===== src/rtl/trax_neighbour_fetch_if.sv =====
`default_nettype none
// ============================================================================
// Module   : trax_neighbour_fetch_if
// Brief    : Request, board-RAM, checker and result signals of the TRAX
//            neighbour fetch stage. The master modport is the fetch stage;
//            the slave modport is its environment.
// Revision : 1.0 - initial release
// ============================================================================
interface trax_neighbour_fetch_if #(
    parameter int ROW_W = 3,
    parameter int COL_W = 3
);
    logic                     req;
    logic [ROW_W-1:0]         req_row;
    logic [COL_W-1:0]         req_col;
    logic                     busy;
    logic                     mem_rd;
    logic [ROW_W+COL_W-1:0]   mem_addr;
    logic [11:0]              mem_rdata;
    logic [2:0]               up_tile;
    logic [2:0]               down_tile;
    logic [2:0]               right_tile;
    logic [2:0]               left_tile;
    logic                     chk_start;
    logic                     chk_end;
    logic [5:0]               chk_type;
    logic                     result_valid;
    logic [5:0]               result_type;
    logic                     result_err;
    logic                     no_nbr;

    modport master (
        input  req, req_row, req_col, mem_rdata, chk_end, chk_type,
        output busy, mem_rd, mem_addr, up_tile, down_tile, right_tile,
               left_tile, chk_start, result_valid, result_type, result_err,
               no_nbr
    );

    modport slave (
        output req, req_row, req_col, mem_rdata, chk_end, chk_type,
        input  busy, mem_rd, mem_addr, up_tile, down_tile, right_tile,
               left_tile, chk_start, result_valid, result_type, result_err,
               no_nbr
    );
endinterface
`default_nettype wire


===== src/rtl/trax_neighbour_fetch.sv =====
`default_nettype none
// ============================================================================
// Module   : trax_neighbour_fetch
// Brief    : Reads the four neighbours of a board cell from synchronous RAM,
//            extracts their facing edge colours, runs the tile checker and
//            returns the selected tile type with a timeout guard.
// Revision : 1.0 - initial release
// ============================================================================
module trax_neighbour_fetch #(
    parameter int ROW_W   = 3,
    parameter int COL_W   = 3,
    parameter int TIMEOUT = 64
) (
    input  logic                   clk,
    input  logic                   rst_n,
    trax_neighbour_fetch_if.master bus
);
    localparam int                 c_ADDR_W   = ROW_W + COL_W;
    localparam int                 c_CNT_W    = $clog2(TIMEOUT + 1);
    localparam logic [c_CNT_W-1:0] c_CNT_LAST = c_CNT_W'(TIMEOUT - 1);
    localparam logic [ROW_W-1:0]   c_ROW_MAX  = {ROW_W{1'b1}};
    localparam logic [COL_W-1:0]   c_COL_MAX  = {COL_W{1'b1}};

    localparam logic [2:0] c_ST_IDLE  = 3'd0;
    localparam logic [2:0] c_ST_FETCH = 3'd1;
    localparam logic [2:0] c_ST_DRAIN = 3'd2;
    localparam logic [2:0] c_ST_START = 3'd3;
    localparam logic [2:0] c_ST_WAIT  = 3'd4;
    localparam logic [2:0] c_ST_DONE  = 3'd5;

    logic [2:0]          r_state;
    logic [2:0]          w_next;
    logic [1:0]          r_idx;
    logic [ROW_W-1:0]    r_row;
    logic [COL_W-1:0]    r_col;
    logic [2:0]          r_up, r_down, r_right, r_left;
    logic [c_CNT_W-1:0]  r_cnt;
    logic [5:0]          r_res_type;
    logic                r_res_err;
    logic                r_no_nbr;

    logic [ROW_W-1:0]    w_row_m1, w_row_p1;
    logic [COL_W-1:0]    w_col_m1, w_col_p1;
    logic [3:0]          w_oob;        // slot order: up, down, right, left
    logic                w_cap_en;
    logic [1:0]          w_cap_slot;
    logic [2:0]          w_cap_val;
    logic                w_all_empty;
    logic                w_timeout;
    logic                w_busy, w_mem_rd, w_chk_start, w_result_valid;
    logic [c_ADDR_W-1:0] w_mem_addr;

    assign w_row_m1 = r_row - ROW_W'(1);
    assign w_row_p1 = r_row + ROW_W'(1);
    assign w_col_m1 = r_col - COL_W'(1);
    assign w_col_p1 = r_col + COL_W'(1);

    assign w_oob[0] = (r_row == '0);
    assign w_oob[1] = (r_row == c_ROW_MAX);
    assign w_oob[2] = (r_col == c_COL_MAX);
    assign w_oob[3] = (r_col == '0);

    // RAM data lags the read slot by one cycle; DRAIN catches the last slot
    assign w_cap_en   = ((r_state == c_ST_FETCH) && (r_idx != 2'd0)) || (r_state == c_ST_DRAIN);
    assign w_cap_slot = (r_state == c_ST_DRAIN) ? 2'd3 : (r_idx - 2'd1);

    // Select the edge of the neighbour that faces the target cell
    always_comb begin
        w_cap_val = 3'b000;
        if (!w_oob[w_cap_slot]) begin
            case (w_cap_slot)
                2'd0:    w_cap_val = bus.mem_rdata[5:3];
                2'd1:    w_cap_val = bus.mem_rdata[11:9];
                2'd2:    w_cap_val = bus.mem_rdata[2:0];
                default: w_cap_val = bus.mem_rdata[8:6];
            endcase
        end
    end

    // Left field is still being captured in DRAIN, so use its incoming value
    assign w_all_empty = (r_up == 3'b000) && (r_down == 3'b000) &&
                         (r_right == 3'b000) && (w_cap_val == 3'b000);
    assign w_timeout   = (r_cnt == c_CNT_LAST);

    // State register
    always_ff @(posedge clk or negedge rst_n) begin
        if (!rst_n) r_state <= c_ST_IDLE;
        else        r_state <= w_next;
    end

    // Next-state logic
    always_comb begin
        w_next = r_state;
        case (r_state)
            c_ST_IDLE:  if (bus.req) w_next = c_ST_FETCH;
            c_ST_FETCH: if (r_idx == 2'd3) w_next = c_ST_DRAIN;
            c_ST_DRAIN: w_next = w_all_empty ? c_ST_DONE : c_ST_START;
            c_ST_START: w_next = c_ST_WAIT;
            c_ST_WAIT:  if (bus.chk_end || w_timeout) w_next = c_ST_DONE;
            c_ST_DONE:  w_next = c_ST_IDLE;
            default:    w_next = c_ST_IDLE;
        endcase
    end

    // Per-state outputs: RAM read slots, checker start, completion pulse
    always_comb begin
        w_busy         = (r_state != c_ST_IDLE);
        w_mem_rd       = 1'b0;
        w_mem_addr     = '0;
        w_chk_start    = (r_state == c_ST_START);
        w_result_valid = (r_state == c_ST_DONE);
        if (r_state == c_ST_FETCH && !w_oob[r_idx]) begin
            w_mem_rd = 1'b1;
            case (r_idx)
                2'd0:    w_mem_addr = {w_row_m1, r_col};
                2'd1:    w_mem_addr = {w_row_p1, r_col};
                2'd2:    w_mem_addr = {r_row, w_col_p1};
                default: w_mem_addr = {r_row, w_col_m1};
            endcase
        end
    end

    // Datapath: request latch, neighbour capture, timeout counter, results
    always_ff @(posedge clk or negedge rst_n) begin
        if (!rst_n) begin
            r_idx      <= '0;
            r_row      <= '0;
            r_col      <= '0;
            r_up       <= '0;
            r_down     <= '0;
            r_right    <= '0;
            r_left     <= '0;
            r_cnt      <= '0;
            r_res_type <= '0;
            r_res_err  <= 1'b0;
            r_no_nbr   <= 1'b0;
        end else begin
            if (r_state == c_ST_IDLE && bus.req) begin
                r_row      <= bus.req_row;
                r_col      <= bus.req_col;
                r_idx      <= 2'd0;
                r_res_type <= '0;
                r_res_err  <= 1'b0;
                r_no_nbr   <= 1'b0;
            end
            if (r_state == c_ST_FETCH) r_idx <= r_idx + 2'd1;
            if (w_cap_en) begin
                case (w_cap_slot)
                    2'd0:    r_up    <= w_cap_val;
                    2'd1:    r_down  <= w_cap_val;
                    2'd2:    r_right <= w_cap_val;
                    default: r_left  <= w_cap_val;
                endcase
            end
            if (r_state == c_ST_DRAIN && w_all_empty) begin
                r_no_nbr   <= 1'b1;
                r_res_type <= '0;
                r_res_err  <= 1'b0;
            end
            if (r_state == c_ST_START) r_cnt <= '0;
            if (r_state == c_ST_WAIT) begin
                if (bus.chk_end) begin
                    r_res_type <= bus.chk_type;
                    r_res_err  <= 1'b0;
                end else if (w_timeout) begin
                    r_res_type <= '0;
                    r_res_err  <= 1'b1;
                end else begin
                    r_cnt <= r_cnt + c_CNT_W'(1);
                end
            end
        end
    end

    assign bus.busy         = w_busy;
    assign bus.mem_rd       = w_mem_rd;
    assign bus.mem_addr     = w_mem_addr;
    assign bus.chk_start    = w_chk_start;
    assign bus.result_valid = w_result_valid;
    assign bus.up_tile      = r_up;
    assign bus.down_tile    = r_down;
    assign bus.right_tile   = r_right;
    assign bus.left_tile    = r_left;
    assign bus.result_type  = r_res_type;
    assign bus.result_err   = r_res_err;
    assign bus.no_nbr       = r_no_nbr;
endmodule
`default_nettype wire

===== src/flat_wrapper.sv =====
// flat-port wrapper written by rule: the top's interface ports become plain ports
module trax_neighbour_fetch_flat 
#(
    parameter int ROW_W   = 3,
    parameter int COL_W   = 3,
    parameter int TIMEOUT = 64
)
  (clk, rst_n, bus_req, bus_req_row, bus_req_col, bus_mem_rdata, bus_chk_end, bus_chk_type, bus_busy, bus_mem_rd, bus_mem_addr, bus_up_tile, bus_down_tile, bus_right_tile, bus_left_tile, bus_chk_start, bus_result_valid, bus_result_type, bus_result_err, bus_no_nbr);
  trax_neighbour_fetch_if #(.ROW_W(ROW_W), .COL_W(COL_W)) bus_i ();
  input  logic clk;
  input  logic rst_n;
  input wire logic [$bits(bus_i.req)-1:0] bus_req;
  input wire logic [$bits(bus_i.req_row)-1:0] bus_req_row;
  input wire logic [$bits(bus_i.req_col)-1:0] bus_req_col;
  input wire logic [$bits(bus_i.mem_rdata)-1:0] bus_mem_rdata;
  input wire logic [$bits(bus_i.chk_end)-1:0] bus_chk_end;
  input wire logic [$bits(bus_i.chk_type)-1:0] bus_chk_type;
  output wire logic [$bits(bus_i.busy)-1:0] bus_busy;
  output wire logic [$bits(bus_i.mem_rd)-1:0] bus_mem_rd;
  output wire logic [$bits(bus_i.mem_addr)-1:0] bus_mem_addr;
  output wire logic [$bits(bus_i.up_tile)-1:0] bus_up_tile;
  output wire logic [$bits(bus_i.down_tile)-1:0] bus_down_tile;
  output wire logic [$bits(bus_i.right_tile)-1:0] bus_right_tile;
  output wire logic [$bits(bus_i.left_tile)-1:0] bus_left_tile;
  output wire logic [$bits(bus_i.chk_start)-1:0] bus_chk_start;
  output wire logic [$bits(bus_i.result_valid)-1:0] bus_result_valid;
  output wire logic [$bits(bus_i.result_type)-1:0] bus_result_type;
  output wire logic [$bits(bus_i.result_err)-1:0] bus_result_err;
  output wire logic [$bits(bus_i.no_nbr)-1:0] bus_no_nbr;
  assign bus_i.req = bus_req;
  assign bus_i.req_row = bus_req_row;
  assign bus_i.req_col = bus_req_col;
  assign bus_i.mem_rdata = bus_mem_rdata;
  assign bus_i.chk_end = bus_chk_end;
  assign bus_i.chk_type = bus_chk_type;
  assign bus_busy = bus_i.busy;
  assign bus_mem_rd = bus_i.mem_rd;
  assign bus_mem_addr = bus_i.mem_addr;
  assign bus_up_tile = bus_i.up_tile;
  assign bus_down_tile = bus_i.down_tile;
  assign bus_right_tile = bus_i.right_tile;
  assign bus_left_tile = bus_i.left_tile;
  assign bus_chk_start = bus_i.chk_start;
  assign bus_result_valid = bus_i.result_valid;
  assign bus_result_type = bus_i.result_type;
  assign bus_result_err = bus_i.result_err;
  assign bus_no_nbr = bus_i.no_nbr;
  trax_neighbour_fetch #(.ROW_W(ROW_W), .COL_W(COL_W), .TIMEOUT(TIMEOUT)) u_core (.clk(clk), .rst_n(rst_n), .bus(bus_i));
endmodule

===== config.mk =====
export PLATFORM = sky130hd
export DESIGN_NAME = trax_neighbour_fetch_flat
export DESIGN_NICKNAME = d
export VERILOG_FILES = /design/src/rtl/trax_neighbour_fetch_if.sv /design/src/rtl/trax_neighbour_fetch.sv /design/src/flat_wrapper.sv
export SDC_FILE = /design/constraint.sdc
export NUM_CORES = 1
export LEC_CHECK = 0
export ABC_CLOCK_PERIOD_IN_PS = 4600
export CORE_ASPECT_RATIO = 1.2
export CORE_MARGIN = 4
export CORE_UTILIZATION = 52
export DETAILED_ROUTE_END_ITERATION = 16
export PLACE_DENSITY_LB_ADDON = 0.05
export SLEW_MARGIN = 20
export SYNTH_ARGS = -nofsm -noshare
export SYNTH_HDL_FRONTEND = slang
export SYNTH_SLANG_ARGS = --single-unit

===== constraint.sdc =====
create_clock -name clk -period 4.6 [get_ports clk]
set_input_delay 0.92 -clock clk [delete_from_list [all_inputs] [get_ports clk]]
set_output_delay 0.92 -clock clk [all_outputs]
set_load 0.005 [all_outputs]

Word-level counts from Yosys, hierarchy flattened:

Index checks and enable logic that the tools add are counted.

* bits in registers: 38
* input bits: 28

* add/subtract/negate cells: 7
* $lt $le $gt $ge: 2
* equal/unequal tests: 16
* multiplexer cells: 33
* bitwise gates (word level): 1
* reductions and logical operators: 29

Operators with widths (number)
* 6-bit two-way mux: 6
* 7-bit two-way mux: 4
* 3-bit logical NOT: 7
* 6-bit one-hot mux with 3 select lines: 1
* 3-bit two-way mux: 5
* 3-bit one-hot mux with 5 select lines: 1
* 3-bit == test, second input constant: 4
* 1-bit two-way mux: 10
* 3-bit one-hot mux with 3 select lines: 1
* 2-bit AND reduction: 4
* 7-bit by 1-bit adder with 7-bit output, second input constant: 1
* 7-bit by 6-bit == test with 1-bit output, second input constant: 1
* 1-bit logical AND: 7
* 3-bit by 1-bit adder with 3-bit output, second input constant: 2
* 2-bit == test, second input constant: 3
* 3-bit by 2-bit == test with 1-bit output, second input constant: 2
* 2-bit by 3-bit < comparator with 1-bit output, second input constant: 2
* 2-bit two-way mux: 3
* 2-bit nonzero test: 3
* 3-bit by 1-bit subtractor with 3-bit output, second input constant: 2
* 1-bit binary-select mux with 2-bit select: 2
* 2-bit by 1-bit == test with 1-bit output, second input constant: 2
* 2-bit logical NOT: 2
* 2-bit by 1-bit != test with 1-bit output, second input constant: 2
* 10 further kinds: 11

Logic depth before layout (Yosys ltp):

Gate-level depths: netlist of run 1.

* depth after elaboration: 12
* gate-level depth with buffers: 10
* mapped depth without buffers: 8

Worst setup path after synthesis of run 1:

OpenSTA, ideal clock, no wires.

* path kind: reg-to-reg
* start point: register u_core.r_idx[0]
* end point: register u_core.r_state[2]
* data arrival time: 2.461 ns
* data required time: 4.469 ns
* path slack: 2.007 ns
* stages on the path, launching flop included: 10
* buffers on the path: 2
* period minus slack after synthesis: 2.593 ns
* cells stage by stage: dfrtp_1 > buf_4 > inv_1 > ha_1 > buf_2 > nor4_1 > nor3b_4 > nor3_2 > nor4_4 > or3_1

* word-level cells in the longest chain between the ends: 9
* elaborated cells on any way between the ends: 16
* those cells by class: add/sub (1); eq/ne (4); mux (7); reduce/logical (4)

RTL lines
* from (decl): line trax_neighbour_fetch.sv:33 `logic [1:0] r_idx;`
* from (signal assigned): line trax_neighbour_fetch.sv:146 `if (r_state == c_ST_FETCH) r_idx <= r_idx + 2'd1;`
* 2-bit by 1-bit subtractor with 2-bit output: line trax_neighbour_fetch.sv:65 `assign w_cap_slot = (r_state == c_ST_DRAIN) ? 2'd3 : (r_idx - 2'd1);`
* 2-bit two-way mux: line trax_neighbour_fetch.sv:65
* 2-bit == test (tied with other cells): line trax_neighbour_fetch.sv:71 `case (w_cap_slot)`
* 3-bit one-hot mux with 3 select lines or 1-bit two-way mux (tied branches): line trax_neighbour_fetch.sv:71, trax_neighbour_fetch.sv:70
* 3-bit two-way mux: line trax_neighbour_fetch.sv:70 `if (!w_oob[w_cap_slot]) begin`
* 3-bit logical NOT: line trax_neighbour_fetch.sv:82 `(r_right == 3'b000) && (w_cap_val == 3'b000);`
* 1-bit logical AND: line trax_neighbour_fetch.sv:82
* 3-bit two-way mux: line trax_neighbour_fetch.sv:97 `c_ST_DRAIN: w_next = w_all_empty ? c_ST_DONE : c_ST_START;`
* 3-bit one-hot mux with 5 select lines: line trax_neighbour_fetch.sv:94 `case (r_state)`
* to (signal assigned): line trax_neighbour_fetch.sv:87 `if (!rst_n) r_state <= c_ST_IDLE;`
* to (signal assigned): line trax_neighbour_fetch.sv:88 `else r_state <= w_next;`
* to (decl): line trax_neighbour_fetch.sv:31 `logic [2:0] r_state;`

Parallel ways exist; a longest one is shown, timed or not. The select of a mux whose other input is x is not followed.
A chain may end at the register's enable or synchronous reset.

Final worst setup path of run 1:

* start point: register u_core.r_idx[0]
* end point: output port bus_mem_addr[2]

* word-level cells in the longest chain between the ends: 5
* elaborated cells on any way between the ends: 9
* those cells by class: eq/ne (2); mux (4); reduce/logical (3)

RTL lines
* 1-bit binary-select mux with 2-bit select: line trax_neighbour_fetch.sv:112 `if (r_state == c_ST_FETCH && !w_oob[r_idx]) begin`
* 1-bit two-way mux (implied by the code): line trax_neighbour_fetch.sv:112
* 1-bit logical NOT: line trax_neighbour_fetch.sv:112
* 1-bit logical AND: line trax_neighbour_fetch.sv:112
* 6-bit two-way mux (*): line trax_neighbour_fetch.sv:112
* to (decl): line flat_wrapper.sv:20 `output wire logic [$bits(bus_i.mem_addr)-1:0] bus_mem_addr;`

Mark *: on every way between the ends. The rest lies on a longest branch, timed or not. The select of a mux whose other input is x is not followed.

==> impl_metrics.prom, run 1 <==
# TYPE chip_impl_metric gauge
chip_impl_metric{name="first_pass_iters",unit=""} 4
chip_impl_info{name="worst_hold_path_type",value="reg -> reg"} 1
chip_impl_info{name="clock_tree_from_tritoncts",value="done"} 1
chip_impl_metric{name="routed_wirelength",unit="um"} 4680
chip_impl_info{name="worst_path_max_delay_cell",value="dfrtp_1"} 1
chip_impl_info{name="worst_setup_path_end_kind",value="primary output"} 1
chip_impl_metric{name="total_power",unit="mW"} 2.07
chip_impl_metric{name="cpPeakStageDelay",unit="ns"} 0.55
chip_impl_metric{name="die-height",unit="um"} 78.9
chip_impl_metric{name="syn_avg_cell_area",unit="um2"} 9.86
chip_impl_metric{name="area_enclosed_by_the_die_boundary",unit="um2"} 5290
chip_impl_metric{name="clk_latency",unit="ns"} 0.29
chip_impl_metric{name="fin_area",unit="um2"} 2880
chip_impl_metric{name="peak_fanout_along_the_critical_path",unit=""} 13
chip_impl_metric{name="pin_count_of_the_biggest_net_entering_global_routing",unit=""} 39
chip_impl_metric{name="async_s_r_ff_share_synth",unit="%"} 100
chip_impl_metric{name="fp-row-count",unit=""} 25
chip_impl_metric{name="power_density",unit="nW/um2"} 718
chip_impl_metric{name="grt_pass1_vias",unit=""} 1794
chip_impl_metric{name="avgRoutedWirePerCell",unit="um"} 14.1
chip_impl_info{name="criticalPathCategory",value="reg -> out"} 1
chip_impl_metric{name="final.period_utilization",unit="%"} 78.3
chip_impl_info{name="critPathTopFamily",value="buffers and inverters"} 1
chip_impl_metric{name="setup-violations-final",unit=""} 0
chip_impl_metric{name="global_route_total_usage_across_every_layer",unit="%"} 19.1
chip_impl_metric{name="count_of_flip_flops_with_a_built_in_enable_after_synthesis",unit=""} 0
chip_impl_metric{name="antenna_violations_before_repair",unit=""} 0
chip_impl_metric{name="maxCapViolCount",unit=""} 0
chip_impl_metric{name="fp.coreArea",unit="um2"} 4000
chip_impl_metric{name="dp_cells",unit=""} 325
chip_impl_metric{name="io_buffer_count",unit=""} 57
chip_impl_metric{name="antenna_violating_nets_left",unit=""} 0
chip_impl_info{name="post-synth-top-area-cell",value="dfrtp_1"} 1
chip_impl_metric{name="setup_total_negative_slack",unit="ns"} 0
chip_impl_info{name="yosysMostFrequentCell",value="dfrtp_1"} 1
chip_impl_info{name="cts_root_buffer",value="clkbuf_8"} 1
chip_impl_metric{name="grt_first_pass_wirelength",unit="um"} 7860
chip_impl_info{name="synth_common_cells",value="dfrtp_1, nor2_1, nand2_1"} 1
chip_impl_metric{name="area.growth.synth_to_final",unit="%"} 32.4
chip_impl_metric{name="grt_overflow",unit=""} 0
chip_impl_metric{name="post_cts_hold_buffer_count",unit=""} 0
chip_impl_metric{name="start_util",unit="%"} 54.4
chip_impl_metric{name="dieWidth",unit="um"} 67.1
chip_impl_metric{name="power.ir.vdd_worst",unit="V"} 0.000357
chip_impl_info{name="synth.top_cells.by_area",value="dfrtp_1, mux2_2, nor2_1"} 1
chip_impl_metric{name="synthCells",unit=""} 221
chip_impl_info{name="timing.critical_path.mode_cell",value="xor2_1"} 1
chip_impl_metric{name="max_freq",unit="MHz"} 278
chip_impl_metric{name="post_cts_resized",unit=""} 0
chip_impl_metric{name="drive_above_1_share",unit="%"} 12.5
chip_impl_info{name="status",value="completed"} 1
chip_impl_metric{name="arrival",unit="ns"} 2.68
chip_impl_metric{name="clock_sink_count",unit=""} 38
chip_impl_metric{name="tightest_slew",unit="ns"} 0.937
chip_impl_metric{name="detail_route.drc_violations",unit=""} 0
chip_impl_metric{name="timing.final.max_slew_violations",unit=""} 0
chip_impl_metric{name="netlist-cell-type-count",unit=""} 45
chip_impl_metric{name="diodes",unit=""} 0
chip_impl_metric{name="gp_congestion",unit=""} 0.846
chip_impl_metric{name="avgViaCountPerCell",unit=""} 5.42
chip_impl_metric{name="routed-via-count",unit=""} 1804
chip_impl_metric{name="yosysWarnings",unit=""} 0
chip_impl_metric{name="crit_required",unit="ns"} 3.68
chip_impl_info{name="yosys_most_used_dff",value="dfrtp_1"} 1
chip_impl_metric{name="post_cts.repair.setup_buffers",unit=""} 0
chip_impl_metric{name="dpl-instance-area",unit="um2"} 2780
chip_impl_metric{name="first_iter_violations",unit=""} 66
chip_impl_metric{name="cellLeakagePower",unit="nW"} 1.24
chip_impl_metric{name="h-tree-depth",unit=""} 2
chip_impl_metric{name="post-dp-hpwl",unit="um"} 3590
chip_impl_metric{name="finalCriticalPeriod",unit="ns"} 3.60
chip_impl_metric{name="post_synth_design_cell_area",unit="um2"} 2180
chip_impl_metric{name="skew",unit="ns"} 0.00964
chip_impl_info{name="critical_path.cell_chain",value="inv_1 > ha_1 > fa_1 > xor2_1 > nand2_1 > xor2_1 > nor2_1 > clkdlybuf4s50_1"} 1
chip_impl_metric{name="num_io_pins",unit=""} 58
chip_impl_metric{name="nFillCells",unit=""} 343
chip_impl_info{name="worst_setup_path_start_kind",value="flop"} 1
chip_impl_metric{name="clkTransAtPathRegs",unit="ns"} 0.08
chip_impl_metric{name="crit_path_buffers_inverters",unit=""} 2
chip_impl_metric{name="synth-seq-area-share",unit="%"} 43.7
chip_impl_metric{name="final_cell_count_no_fill",unit=""} 333
chip_impl_metric{name="worst_slew_margin_rel",unit="%"} 37.5
chip_impl_metric{name="cts.path.max_buffers",unit=""} 2
chip_impl_metric{name="final_nets",unit=""} 313
chip_impl_metric{name="mappedNetlistNets",unit=""} 256
chip_impl_metric{name="post-synth-top-area-fraction",unit="%"} 43.7
chip_impl_metric{name="tritoncts.num_buffers",unit=""} 5
chip_impl_info{name="rsz_0062_raised_after_global_routing",value="false"} 1
chip_impl_metric{name="ys_ff_latch",unit=""} 38
chip_impl_metric{name="final.hold.worst_slack",unit="ns"} 0.479
chip_impl_metric{name="finalHoldViolations",unit=""} 0
==> cell usage in the layout (no fill, tap or decap), types with 2 or more instances in the layout <==
master,Yosys,layout
clkdlybuf4s50_1,0,56
dfrtp_1,38,38
nor2_1,28,28
nand2_1,22,22
mux2_2,18,18
nand3_1,16,16
inv_1,11,11
o21ai_0,10,10
o21ai_1,8,8
ha_1,5,5
clkbuf_8,0,5
nor3_1,4,4
or3_1,3,3
xnor2_1,3,3
xor2_1,3,3
nor4_1,3,3
nand2b_1,3,3
mux2i_1,3,3
a2bb2oi_1,3,3
nor3_2,3,3
a21oi_1,2,2
nor4b_1,2,2
nor3b_4,2,2
and3_1,2,2
a21o_1,2,2
fa_1,2,2
clkinv_2,0,2
==> power breakdown <==
| group | switching, mW | internal, mW |
|---|---|---|
| Clock | 0.118 | 0.160 |
| Combinational | 0.555 | 0.635 |
| Sequential | 0.146 | 0.458 |
| Total | 0.819 | 1.25 |
==> cells by family (layout without fill, tap and decap cells) <==
group,after synthesis,in the layout,share of synthesized area (%)
multiplexers,22,22,11.7
AND/OR/NAND/NOR,97,97,24.5
adder cells (fa/ha/maj),7,7,4.71
buffers and inverters,18,76,3.56
AO/OA/AOI/OAI,33,33,9.48
XOR/XNOR,6,6,2.41
flip-flops,38,38,43.7
==> final cells by class <==
class | instances | area (um2) | share of cell area, %
timing repair buffer | 57 | 566 | 19.6
multi-input combinational | 165 | 1150 | 39.9
inverter | 11 | 41.3 | 1.43
clock inverter | 3 | 40.0 | 1.39
tap | 54 | 67.6 | 2.34
clock buffer | 5 | 68.8 | 2.39
sequential | 38 | 951 | 33.0
==> worst register-to-register path, cell delays in order (launching register included) <==
cell and delay [ns]:
dfrtp_1 0.55, inv_1 0.20, ha_1 0.50, nor4_1 0.52
nor3b_4 0.13, nor3_2 0.43, nor4_4 0.15, or3_1 0.36
==> final timing paths <==
kind	from	endpoint	slack, ns	cells past startpoint
max in group asynchronous	rst_n	u_core.r_col[0]	3.26	1
min in group asynchronous	rst_n	u_core.bus.down_tile[2]	0.75	1
setup / recovery	u_core.r_idx[0]	bus_mem_addr[2]	1.0	8
setup reg to reg	u_core.r_idx[0]	u_core.r_state[2]	1.65	7
hold reg to reg	u_core.bus.no_nbr	u_core.bus.no_nbr	0.48	1
hold / removal	u_core.bus.no_nbr	u_core.bus.no_nbr	0.48	1
==> metal layers <==
layer	part of all wire, %	track usage (%)
met1	44	23.6
met2	48	32.3
met3	6.1	4.81
met4	1.4	5.88
met5	0	0
==> sequential cells by signal, indices dropped and copies added, names as in the netlist <==
signal                  flops
u_core.bus.no_nbr           1
u_core.bus.up_tile          3
u_core.bus.down_tile        3
u_core.r_idx                2
u_core.bus.left_tile        3
u_core.r_row                3
u_core.r_cnt                7
u_core.bus.result_type      6
u_core.bus.right_tile       3
u_core.r_state              3
u_core.bus.result_err       1
u_core.r_col                3
==> metrics by stage <==
step / worst slack, ns / utilization [%]
2_1_floorplan: 2.01 / -
5_1_grt: 0.764 / 72.0
3_5_place_dp: 1.27 / 69.3
3_3_place_gp: 1.39 / 69.3
6_report: 0.998 / 72.0
4_1_cts: 0.969 / 72.0
Note: power is estimated with default switching activity, not from simulation.
==> run 2, diff against run 1 <==
Settings changed: ABC_CLOCK_PERIOD_IN_PS 4600 to 3000, CORE_UTILIZATION 52 to 44.
Clock period 4.6 ns to 3 ns, I/O delays scaled along.
==> impl_metrics.prom, run 2 (same netlist as run 1, synthesis figures left out) <==
# TYPE chip_impl_metric gauge
chip_impl_metric{name="final.period_utilization",unit="%"} 97.5
chip_impl_metric{name="skew",unit="ns"} 0.00738
chip_impl_metric{name="power.clock.fraction",unit="%"} 10.4
chip_impl_info{name="top_library_cells_by_usage_in_the_layout_fill_and_taps_aside",value="clkdlybuf4s50_1, dfrtp_1, nor2_1, nand2_1, mux2_2"} 1
chip_impl_info{name="clock_tree_from_tritoncts",value="done"} 1
chip_impl_metric{name="antenna_violating_nets_left",unit=""} 0
chip_impl_metric{name="final_cell_count_no_fill",unit=""} 340
chip_impl_metric{name="antenna_violations_before_repair",unit=""} 0
chip_impl_metric{name="final_nets",unit=""} 317
chip_impl_metric{name="timing.final.max_slew_violations",unit=""} 0
chip_impl_metric{name="io_buffer_count",unit=""} 57
chip_impl_metric{name="comb_power_share",unit="%"} 60.3
chip_impl_metric{name="grt_first_pass_wirelength",unit="um"} 8080
chip_impl_metric{name="fp.coreArea",unit="um2"} 4700
chip_impl_metric{name="cellLeakagePower",unit="nW"} 1.24
chip_impl_metric{name="dp_cells",unit=""} 331
chip_impl_metric{name="finalHoldViolations",unit=""} 0
chip_impl_metric{name="fin_area",unit="um2"} 2900
chip_impl_metric{name="grt_overflow",unit=""} 0
chip_impl_metric{name="post_cts_hold_buffer_count",unit=""} 0
chip_impl_info{name="most_flop_heavy_register",value="u_core.r_cnt"} 1
chip_impl_metric{name="routed-via-count",unit=""} 1812
chip_impl_metric{name="num_io_pins",unit=""} 58
chip_impl_metric{name="clk_latency",unit="ns"} 0.28
chip_impl_info{name="r2r-start",value="u_core.r_idx[1]"} 1
chip_impl_metric{name="nFillCells",unit=""} 414
chip_impl_metric{name="first_iter_violations",unit=""} 87
chip_impl_info{name="worst_path_max_delay_cell",value="clkdlybuf4s50_1"} 1
chip_impl_metric{name="cts.path.max_buffers",unit=""} 2
chip_impl_metric{name="global_route_met1_usage",unit="%"} 20.7
chip_impl_metric{name="die-height",unit="um"} 85.1
chip_impl_metric{name="setup_total_negative_slack",unit="ns"} 0
chip_impl_metric{name="globalRouteMet2Util",unit="%"} 27.3
chip_impl_metric{name="fp-row-count",unit=""} 27
chip_impl_metric{name="sw_frac_of_total",unit="%"} 39.9
chip_impl_metric{name="diodes",unit=""} 0
chip_impl_metric{name="area.growth.synth_to_final",unit="%"} 33.0
chip_impl_metric{name="clock_sink_count",unit=""} 38
chip_impl_metric{name="cpPeakStageDelay",unit="ns"} 0.50
chip_impl_metric{name="routed_wirelength",unit="um"} 4830
chip_impl_metric{name="pin_count_of_the_biggest_net_entering_global_routing",unit=""} 39
chip_impl_metric{name="switching_power",unit="mW"} 1.25
chip_impl_info{name="critical_path.cell_chain",value="inv_2 > ha_1 > fa_1 > xor2_1 > nand2_1 > xor2_1 > nor2_1 > clkdlybuf4s50_1"} 1
chip_impl_metric{name="drive_above_1_share",unit="%"} 14.5
chip_impl_info{name="cts_root_buffer",value="clkbuf_8"} 1
chip_impl_metric{name="gp_congestion",unit=""} 0.795
chip_impl_metric{name="power_density",unit="nW/um2"} 1080
chip_impl_metric{name="p_seq_share",unit="%"} 29.4
chip_impl_metric{name="grt_pass1_vias",unit=""} 1728
chip_impl_metric{name="worst_slew_margin_rel",unit="%"} 44.0
chip_impl_metric{name="post-dp-hpwl",unit="um"} 3710
chip_impl_metric{name="peak_fanout_along_the_critical_path",unit=""} 6
chip_impl_metric{name="avgViaCountPerCell",unit=""} 5.33
chip_impl_metric{name="max_freq",unit="MHz"} 342
chip_impl_metric{name="crit_required",unit="ns"} 2.40
chip_impl_metric{name="avgRoutedWirePerCell",unit="um"} 14.2
chip_impl_metric{name="first_pass_iters",unit=""} 4
chip_impl_metric{name="tightest_slew",unit="ns"} 0.840
chip_impl_info{name="rsz_0062_raised_after_global_routing",value="true"} 1
chip_impl_metric{name="arrival",unit="ns"} 2.33
chip_impl_metric{name="internal_power",unit="mW"} 1.88
chip_impl_metric{name="area_enclosed_by_the_die_boundary",unit="um2"} 6140
chip_impl_metric{name="setup-violations-final",unit=""} 0
chip_impl_metric{name="finalCoreUtilization",unit="%"} 61.7
chip_impl_metric{name="dpl-instance-area",unit="um2"} 2800
chip_impl_metric{name="detail_route.drc_violations",unit=""} 0
chip_impl_metric{name="crit_path_buffers_inverters",unit=""} 2
chip_impl_metric{name="power.ir.vdd_worst",unit="V"} 0.000451
chip_impl_info{name="worst_setup_path_start_kind",value="flop"} 1
chip_impl_metric{name="maxCapViolCount",unit=""} 0
chip_impl_metric{name="h-tree-depth",unit=""} 2
chip_impl_metric{name="clkTransAtPathRegs",unit="ns"} 0.07
chip_impl_metric{name="grtUsageMet3",unit="%"} 3.91
chip_impl_metric{name="finalCriticalPeriod",unit="ns"} 2.93
chip_impl_info{name="critPathTopFamily",value="adder cells"} 1
chip_impl_metric{name="start_util",unit="%"} 46.4
chip_impl_metric{name="number_of_flip_flops_in_the_largest_register",unit=""} 7
chip_impl_info{name="criticalPathCategory",value="reg -> out"} 1
chip_impl_metric{name="global_route_total_usage_across_every_layer",unit="%"} 16.2
chip_impl_info{name="worst_setup_path_end_kind",value="primary output"} 1
chip_impl_metric{name="dieWidth",unit="um"} 72.2
chip_impl_info{name="leading_cell_type_in_the_layout_fill_and_taps_excluded",value="clkdlybuf4s50_1"} 1
chip_impl_info{name="status",value="completed"} 1
chip_impl_info{name="timing.critical_path.mode_cell",value="xor2_1"} 1
chip_impl_info{name="critPathLaunch",value="u_core.r_idx[0]"} 1
chip_impl_info{name="grt_most_used_layer",value="met2"} 1
chip_impl_metric{name="tritoncts.num_buffers",unit=""} 5
chip_impl_info{name="worst_hold_path_type",value="in -> async"} 1
run 2: final cells by class:
cell class                 instances  area (um2)  share of cell area, %
inverter                          11        41.3                   1.43
multi-input combinational        165        1160                   40.0
tap                               58        72.6                   2.51
clock buffer                       7        76.3                   2.63
sequential                        38         953                   32.9
timing repair buffer              61         596                   20.6
run 2: layer usage:
metal	vias to the layer above	share of wire [%]
met5	-	0
met4	0	1.0
met3	6	5.6
met2	44	49
met1	864	45
li1	898	-
run 2: worst paths after layout:
| path | slack [ns] | cells after the start | end |
|---|---|---|---|
| max in group asynchronous | 2.00 | 1 | u_core.r_idx[1] |
| max reg2reg | 0.48 | 7 | u_core.r_state[2] |
| max | 0.07 | 8 | bus_mem_addr[2] |
| min in group clk | 0.49 | 1 | u_core.bus.no_nbr |
| min reg2reg | 0.49 | 1 | u_core.bus.no_nbr |
| min | 0.42 | 1 | u_core.r_cnt[5] |
run 2: timing repair:
action / in CTS / in global routing
endpoints found under the hold margin: 0 / 0
setup endpoints to repair: 1 / 7
resized for setup: 2 / 3
setup buffers: 1 / 1
run 2: metrics by stage:
stage	hold WS [ns]	worst slack (ns)	power (mW)
2_1_floorplan	0.304	0.407	2.08
3_3_place_gp	0.480	0.214	2.78
3_5_place_dp	0.486	0.179	2.81
4_1_cts	0.452	0.00663	3.16
5_1_grt	0.494	-0.0555	3.43
6_report	0.422	0.0746	3.13
run 2: worst reg2reg max path, cell delays in order, from the launching register on:
cell and delay, ns:
dfrtp_2 0.41, inv_1 0.09, ha_1 0.38, nor4_1 0.47
nor3b_4 0.13, nor3_2 0.41, nor4_4 0.15, or3_1 0.36
run 2: power groups by stage:
stage	Sequential [mW]	Clock (mW)	Combinational, mW
after floorplan	0.851	0	1.23
after global placement	0.932	0	1.85
after detailed placement	0.934	0	1.87
after CTS	0.919	0.338	1.90
after global routing	0.963	0.360	2.10
final	0.920	0.325	1.89
